### src/rtl/regf_scoreboard_if.sv
`default_nettype none
// ============================================================================
// Module   : regf_scoreboard_if
// Brief    : Issue / retire / flush / query bundle between the pipeline
//            (master: decode + writeback) and the register-file scoreboard.
// Revision : 1.0 - initial release
// ============================================================================
interface regf_scoreboard_if #(
    parameter int NUM_REGS  = 32,
    parameter int REG_IDX_W = $clog2(NUM_REGS),
    parameter int MAX_PEND  = 3,
    parameter int NUM_SRC   = 2,
    parameter int CNT_W     = $clog2(MAX_PEND + 1),
    parameter int TOT_W     = $clog2(NUM_REGS * MAX_PEND + 1)
);
    // Issue side (decode)
    logic                           issue_valid;
    logic                           issue_regf_we;
    logic [REG_IDX_W-1:0]           issue_rd_s;
    logic                           issue_ready;

    // Retire side (writeback)
    logic                           retire_valid;
    logic [REG_IDX_W-1:0]           retire_rd_s;

    // Redirect
    logic                           flush;

    // Hazard query and status
    logic [NUM_SRC*REG_IDX_W-1:0]   src_s;
    logic [NUM_SRC-1:0]             src_busy;
    logic [NUM_REGS-1:0]            busy_vec;
    logic [TOT_W-1:0]               pending_total;
    logic                           underflow_err;

    modport master (
        output issue_valid, issue_regf_we, issue_rd_s,
        output retire_valid, retire_rd_s,
        output flush,
        output src_s,
        input  issue_ready, src_busy, busy_vec, pending_total, underflow_err
    );

    modport slave (
        input  issue_valid, issue_regf_we, issue_rd_s,
        input  retire_valid, retire_rd_s,
        input  flush,
        input  src_s,
        output issue_ready, src_busy, busy_vec, pending_total, underflow_err
    );
endinterface
`default_nettype wire

### src/rtl/regf_scoreboard.sv
`default_nettype none
// ============================================================================
// Module   : regf_scoreboard
// Brief    : Per-register outstanding-write counters for the RV32I pipeline.
//            Answers RAW hazard queries, back-pressures issue when a
//            register already has MAX_PEND writers in flight, retires on
//            writeback and clears everything on a redirect flush.
// Revision : 1.0 - initial release
// ============================================================================
module regf_scoreboard #(
    parameter int NUM_REGS  = 32,
    parameter int REG_IDX_W = $clog2(NUM_REGS),
    parameter int MAX_PEND  = 3,
    parameter int NUM_SRC   = 2,
    parameter int CNT_W     = $clog2(MAX_PEND + 1),
    parameter int TOT_W     = $clog2(NUM_REGS * MAX_PEND + 1)
) (
    input  wire             clk,
    input  wire             rst_n,
    regf_scoreboard_if.slave sb
);

    localparam logic [CNT_W-1:0]     C_MAX_PEND = CNT_W'(MAX_PEND);
    localparam logic [REG_IDX_W-1:0] C_X0       = '0;

    // Flat combinational view of all counters; entry 0 is the hardwired x0.
    logic [CNT_W-1:0]   w_cnt     [NUM_REGS];
    logic [CNT_W-1:0]   w_cnt_nxt [NUM_REGS];

    logic               w_iss_hit;
    logic               w_ret_hit;
    logic               w_same_rd;
    logic               w_ready;
    logic               w_iss_fire;
    logic               w_ret_zero;
    logic               w_ret_eff;
    logic               w_underflow;
    logic [NUM_SRC-1:0] w_src_busy;

    logic [NUM_REGS-1:0] r_busy;
    logic [TOT_W-1:0]    r_total;
    logic                r_underflow;

    // ------------------------------------------------------------------
    // Request qualification. Writes to x0 are never tracked.
    // ------------------------------------------------------------------
    assign w_iss_hit = sb.issue_valid & sb.issue_regf_we & (sb.issue_rd_s != C_X0);
    assign w_ret_hit = sb.retire_valid & (sb.retire_rd_s != C_X0);
    assign w_same_rd = (sb.issue_rd_s == sb.retire_rd_s);

    // Issue acceptance: a full counter still accepts when the same register
    // retires this cycle, since the retire frees the slot being claimed.
    always_comb begin
        w_ready = 1'b1;
        if (sb.flush) begin
            w_ready = 1'b0;
        end else if (w_iss_hit) begin
            w_ready = (w_cnt[sb.issue_rd_s] < C_MAX_PEND) || (w_ret_hit && w_same_rd);
        end
    end

    assign sb.issue_ready = w_ready;
    assign w_iss_fire     = w_iss_hit & w_ready;

    // Retiring register's counter is empty (index only looked at when valid).
    always_comb begin
        w_ret_zero = 1'b0;
        if (w_ret_hit) begin
            w_ret_zero = (w_cnt[sb.retire_rd_s] == '0);
        end
    end

    // A retire that cancels against a same-register issue is never an
    // underflow; otherwise a retire on an empty counter is (a writer issued
    // before a flush and retiring after it).
    assign w_underflow = ~sb.flush & w_ret_hit & w_ret_zero & ~(w_iss_fire & w_same_rd);

    // Retire contributes -1 to the total whenever it is not an underflow.
    // When it pairs with a same-register issue the +1 and -1 cancel, which
    // matches the unchanged counter.
    assign w_ret_eff = w_ret_hit & (~w_ret_zero | (w_iss_fire & w_same_rd));

    // ------------------------------------------------------------------
    // Counter array
    // ------------------------------------------------------------------
    assign w_cnt[0]     = '0;
    assign w_cnt_nxt[0] = '0;

    for (genvar r = 1; r < NUM_REGS; r++) begin : g_reg
        logic [CNT_W-1:0] r_cnt;
        logic [CNT_W-1:0] w_nxt;
        logic             w_inc;
        logic             w_dec;

        assign w_inc = w_iss_fire & (sb.issue_rd_s == REG_IDX_W'(r));
        assign w_dec = w_ret_hit & (sb.retire_rd_s == REG_IDX_W'(r));

        // Next count in priority order: flush, cancel, issue, retire.
        always_comb begin
            w_nxt = r_cnt;
            if (sb.flush) begin
                w_nxt = '0;
            end else if (w_inc && w_dec) begin
                w_nxt = r_cnt;
            end else if (w_inc) begin
                w_nxt = r_cnt + CNT_W'(1);
            end else if (w_dec && (r_cnt != '0)) begin
                w_nxt = r_cnt - CNT_W'(1);
            end
        end

        // Counter storage.
        always_ff @(posedge clk or negedge rst_n) begin
            if (!rst_n) begin
                r_cnt <= '0;
            end else begin
                r_cnt <= w_nxt;
            end
        end

        assign w_cnt[r]     = r_cnt;
        assign w_cnt_nxt[r] = w_nxt;
    end

    // ------------------------------------------------------------------
    // Source hazard query with same-cycle retire bypass. A same-cycle
    // issue is younger than the querier and does not make it busy.
    // ------------------------------------------------------------------
    for (genvar k = 0; k < NUM_SRC; k++) begin : g_src
        logic [REG_IDX_W-1:0] w_idx;
        logic                 w_byp;
        logic [CNT_W-1:0]     w_rem;

        assign w_idx = sb.src_s[k*REG_IDX_W +: REG_IDX_W];
        assign w_byp = w_ret_hit & (sb.retire_rd_s == w_idx);
        assign w_rem = w_cnt[w_idx] - CNT_W'(w_byp);
        assign w_src_busy[k] = (w_idx != C_X0) & (w_rem != '0);
    end

    assign sb.src_busy = w_src_busy;

    // ------------------------------------------------------------------
    // Registered status
    // ------------------------------------------------------------------

    // Busy flags track the counters that will be held after this edge.
    always_ff @(posedge clk or negedge rst_n) begin
        if (!rst_n) begin
            r_busy <= '0;
        end else begin
            for (int r = 0; r < NUM_REGS; r++) begin
                r_busy[r] <= (w_cnt_nxt[r] != '0);
            end
        end
    end

    // Running total of all counters, kept incrementally.
    always_ff @(posedge clk or negedge rst_n) begin
        if (!rst_n) begin
            r_total <= '0;
        end else if (sb.flush) begin
            r_total <= '0;
        end else begin
            r_total <= r_total + TOT_W'(w_iss_fire) - TOT_W'(w_ret_eff);
        end
    end

    // Sticky underflow flag, cleared only by reset.
    always_ff @(posedge clk or negedge rst_n) begin
        if (!rst_n) begin
            r_underflow <= 1'b0;
        end else if (w_underflow) begin
            r_underflow <= 1'b1;
        end
    end

    assign sb.busy_vec      = r_busy;
    assign sb.pending_total = r_total;
    assign sb.underflow_err = r_underflow;

endmodule
`default_nettype wire

### src/flat_wrapper.sv
// flat-port wrapper written by rule: the top's interface ports become plain ports
module regf_scoreboard_flat 
#(
    parameter int NUM_REGS  = 32,
    parameter int REG_IDX_W = $clog2(NUM_REGS),
    parameter int MAX_PEND  = 3,
    parameter int NUM_SRC   = 2,
    parameter int CNT_W     = $clog2(MAX_PEND + 1),
    parameter int TOT_W     = $clog2(NUM_REGS * MAX_PEND + 1)
)
  (clk, rst_n, sb_issue_valid, sb_issue_regf_we, sb_issue_rd_s, sb_retire_valid, sb_retire_rd_s, sb_flush, sb_src_s, sb_issue_ready, sb_src_busy, sb_busy_vec, sb_pending_total, sb_underflow_err);
  regf_scoreboard_if #(.NUM_REGS(NUM_REGS), .REG_IDX_W(REG_IDX_W), .MAX_PEND(MAX_PEND), .NUM_SRC(NUM_SRC), .CNT_W(CNT_W), .TOT_W(TOT_W)) sb_i ();
  input  wire clk;
  input  wire rst_n;
  input wire logic [$bits(sb_i.issue_valid)-1:0] sb_issue_valid;
  input wire logic [$bits(sb_i.issue_regf_we)-1:0] sb_issue_regf_we;
  input wire logic [$bits(sb_i.issue_rd_s)-1:0] sb_issue_rd_s;
  input wire logic [$bits(sb_i.retire_valid)-1:0] sb_retire_valid;
  input wire logic [$bits(sb_i.retire_rd_s)-1:0] sb_retire_rd_s;
  input wire logic [$bits(sb_i.flush)-1:0] sb_flush;
  input wire logic [$bits(sb_i.src_s)-1:0] sb_src_s;
  output wire logic [$bits(sb_i.issue_ready)-1:0] sb_issue_ready;
  output wire logic [$bits(sb_i.src_busy)-1:0] sb_src_busy;
  output wire logic [$bits(sb_i.busy_vec)-1:0] sb_busy_vec;
  output wire logic [$bits(sb_i.pending_total)-1:0] sb_pending_total;
  output wire logic [$bits(sb_i.underflow_err)-1:0] sb_underflow_err;
  assign sb_i.issue_valid = sb_issue_valid;
  assign sb_i.issue_regf_we = sb_issue_regf_we;
  assign sb_i.issue_rd_s = sb_issue_rd_s;
  assign sb_i.retire_valid = sb_retire_valid;
  assign sb_i.retire_rd_s = sb_retire_rd_s;
  assign sb_i.flush = sb_flush;
  assign sb_i.src_s = sb_src_s;
  assign sb_issue_ready = sb_i.issue_ready;
  assign sb_src_busy = sb_i.src_busy;
  assign sb_busy_vec = sb_i.busy_vec;
  assign sb_pending_total = sb_i.pending_total;
  assign sb_underflow_err = sb_i.underflow_err;
  regf_scoreboard #(.NUM_REGS(NUM_REGS), .REG_IDX_W(REG_IDX_W), .MAX_PEND(MAX_PEND), .NUM_SRC(NUM_SRC), .CNT_W(CNT_W), .TOT_W(TOT_W)) u_core (.clk(clk), .rst_n(rst_n), .sb(sb_i));
endmodule
### config.mk
export PLATFORM = sky130hd
export DESIGN_NAME = regf_scoreboard_flat
export DESIGN_NICKNAME = d
export VERILOG_FILES = /design/src/rtl/regf_scoreboard_if.sv /design/src/rtl/regf_scoreboard.sv /design/src/flat_wrapper.sv
export SDC_FILE = /design/constraint.sdc
export NUM_CORES = 1
export LEC_CHECK = 0
export ABC_AREA = 0
export ABC_CLOCK_PERIOD_IN_PS = 11900
export BUFFER_PORTS_ARGS = -buffer_cell sky130_fd_sc_hd__buf_2
export CAP_MARGIN = 40
export CORE_MARGIN = 5
export CORE_UTILIZATION = 50
export DETAILED_ROUTE_END_ITERATION = 6
export PLACE_DENSITY = 0.8
export SLEW_MARGIN = 20
export SYNTH_ARGS = -nofsm -noshare
export SYNTH_HDL_FRONTEND = slang
export SYNTH_SLANG_ARGS = --single-unit
### constraint.sdc
create_clock -name clk -period 11.9 [get_ports clk]
set_input_delay 2.38 -clock clk [delete_from_list [all_inputs] [get_ports clk]]
set_output_delay 2.38 -clock clk [all_outputs]
set_load 0.1 [all_outputs]
==> impl_metrics.yaml <==
synthesis:
  synth-compound-area-share_pct: 13.8
  synthesized_netlist_net_count: 964
  yosysTopAreaCellShare_pct: 30.2
  synth.cell_area_um2: 8380
  ys_seq_area_share_pct: 30.2
  synthAdderAreaFrac_pct: 5.91
  synthesis_warning_total: 0
  asyncSetResetFlopFracSynth_pct: 100
  syn_avg_cell_area_um2: 9.32
  post-synth-top-area-cell: "dfrtp_1"
  synth_mux_area_share_pct: 23.0
  ys.flop_type: "dfrtp_1"
  post_synth_xor_xnor_area_pct: 5.75
  combinational_family_with_the_most_area_after_synthesis: "multiplexers"
  ys_ff_latch: 101
  synth_edf_count: 0
  netlist_top_cells_area: "dfrtp_1 30%, mux4_2 13%, mux2i_1 7.6%"
  yosys.cell_types.count: 62
  postSynthCellCount: 899
  post_synth_and_or_nand_nor_area_fraction_pct: 15.3
global_route:
  grt_first_pass_wirelength_mm: 36.4
  maximum_number_of_pins_on_one_net_before_global_route_repair: 59
  vias_in_the_first_global_route: 6954
  initial_antenna_violation_count: 0
  grt_remaining_overflow: 0
  gr-usage-all-layers_pct: 23.1
placement:
  buffer_ports.inserted: 67
  gp_congestion: 1.06
  dp.final_hpwl_mm: 16.7
floorplan:
  floorplan.initialDensity_pct: 50.7
  core.rowCount: 47
  core_area_um2: 16500
  count_of_pins_on_the_block_boundary: 69
  fp.dieW_um: 139
  floorplan_die_height_um: 139
  floorplan.die_area_um2: 19400
timing:
  fmaxAchievable_mhz: 132
  worst_clock_skew_ns: 0.00981
  setup_tns_ns: 0
  finalCritPeriodShare_pct: 63.6
  setup_failing_eps_final: 0
  max-slew-margin-rel_pct: 45.9
  final_hold_violations: 0
  worst_slew_pin_tran_ns: 0.808
  finalWorstPathRequiredPeriod_ns: 7.57
  slew_viol_final: 0
  setup_repair_after_global_routing_missed_its_margin: "no"
worst_setup_path:
  end_kind: "primary output"
  cp-startpoint: "sb_issue_rd_s[0]"
  worstPathMaxFanout: 27
  worstReg2RegStart: "u_core.g_reg[15].r_cnt[1]"
  cp_data_arrival_time_ns: 5.19
  setup.worst_path.class: "in2out"
  worst_ep_required_time_ns: 9.52
  crit_path_start_kind: "input pin"
clock_tree:
  tritoncts_clock_tree: "done"
  cts_hold_buffers: 0
  clock_path_buffers: 2
  cts_resized: 0
  cts.reportedPaths.clkPinSlew_ns: 0.07
  number_of_clock_sinks: 101
  clk_latency_ns: 0.36
  clock_tree.htree_level_count: 3
  ctsRootBufferMaster: "clkbuf_16"
  cts_made_buffers: 9
  cts_post_setup_buffers_inserted: 0
power:
  ir_worst_vdd_mv: 0.128
  leakage_nw: 3.73
  power-per-cell-area_nw_per_um2: 100
  total_power_w: 0.000919
routing:
  via_count: 7161
  drcViolationCount: 0
  drt_iter0_markers: 883
  finalWirelength_mm: 22.4
  ant_nets: 0
  wl_per_cell_um: 19.3
  via_per_inst: 6.18
  dr.pass1.iters: 6
cells_and_area:
  area_growth_syn_to_layout_pct: 9.30
  final_layout_size_suffix_gt1_share_pct: 19.2
  fillCellCount: 1453
  num-nets-final: 999
  multiInputGateArea_um2: 5340
  antenna_cells: 0
  regArea_um2: 2530
job:
  cap_violations: 0
run_status:
  status: "completed"
hold_path:
  min_path_type: "reg2reg"
  worstHoldStart: "u_core.sb.underflow_err"
worst paths after layout:
path | cells past startpoint | to | slack [ns]
worst min register to register | 1 | u_core.sb.underflow_err | 0.58
max in group asynchronous | 2 | u_core.g_reg[8].r_cnt[1] | 8.74
worst max register to register | 20 | u_core.sb.pending_total[6] | 7.20
worst max-delay path | 8 | sb_issue_ready | 4.33
min in group asynchronous | 1 | u_core.sb.busy_vec[17] | 2.02
worst min-delay path | 1 | u_core.sb.underflow_err | 0.58
per-stage QoR:
stage / utilization (%) / instance area (µm²) / cells / setup slack, ns / hold WS (ns)
2_1_floorplan: - / 8380 / 899 / 3.97 / 0.575
3_3_place_gp: 53.2 / 8790 / 1140 / 4.37 / 0.531
3_5_place_dp: 53.4 / 8820 / 1142 / 4.34 / 0.547
4_1_cts: 55.4 / 9150 / 1158 / 4.33 / 0.569
5_1_grt: 55.4 / 9160 / 1159 / 4.08 / 0.595
6_report: 55.4 / 9160 / 1159 / 4.33 / 0.581
state kept, by name (all words and copies together) (netlist names):
name	count
u_core.sb.underflow_err	1
u_core.sb.busy_vec	31
u_core.sb.pending_total	7
u_core.g.r_cnt	62
where the power goes:
part / total [W] / switching (W) / internal [W] / leakage, nW
logic: 0.000230 / 0.000163 / 0.0000669 / 2.16
registers: 0.000360 / 0.00000793 / 0.000352 / 1.40
clock network: 0.000328 / 0.000132 / 0.000196 / 0.166
Yosys cell counts, types with 25 or more instances:
cell type / number
a21oi_1: 53
clkbuf_1: 32
dfrtp_1: 101
ha_1: 38
inv_1: 73
mux2i_1: 64
mux4_2: 50
nand2_1: 61
nand3_1: 25
nor2_1: 125
nor3_1: 27
o21ai_0: 26
xnor2_1: 43
metal layers:
layer  global-route usage [%]  vias to the layer above  part of all wire [%]
met2                     36.1                      419                    46
met5                        0                        -                     0
met1                     31.5                     3400                    41
li1                         -                     3275                     -
met4                     8.39                        0                   3.1
met3                     5.52                       67                    10
cells by family after synthesis:
family / Yosys count
and+or+nand+nor: 287
AOI/OAI and AO/OA: 164
muxes: 128
buffers and inverters: 124
DFF: 101
xor gates and xnor gates: 55
adders and majority gates: 39
other: 1
critical path, stage by stage:
cell and delay, ns:
buf_2 0.56, mux4_2 0.60, mux2_2 0.29, a221oi_2 0.34, a311o_2 0.33, nor2_1 0.14, nor2_1 0.10, buf_2 0.44
placed cells by master (no fill, tap or decap), types with 4 or more instances in the layout:
cell type / n
a211oi_1: 17
a21o_1: 5
a21oi_1: 53
a22o_1: 8
a31oi_1: 11
and2_1: 4
buf_2: 65
buf_4: 8
clkbuf_16: 9
dfrtp_1: 101
ha_1: 38
inv_1: 73
mux2_2: 14
mux2i_1: 64
mux4_2: 50
nand2_1: 61
nand2b_1: 6
nand3_1: 25
nand4_1: 5
nor2_1: 125
nor2_2: 8
nor2b_1: 12
nor3_1: 27
nor4_1: 4
o21ai_0: 26
o21bai_1: 12
xnor2_1: 43
xor2_1: 12
area by class of cell:
class	count	area share, %
Multi-Input combinational cell	674	58.3
Sequential cell	101	27.6
Timing Repair Buffer	74	4.37
Inverter	74	3.03
Tap cell	220	3.01
Clock buffer	11	2.76
Clock inverter	5	0.902
No activity file was read; power rests on OpenSTA's default activity.
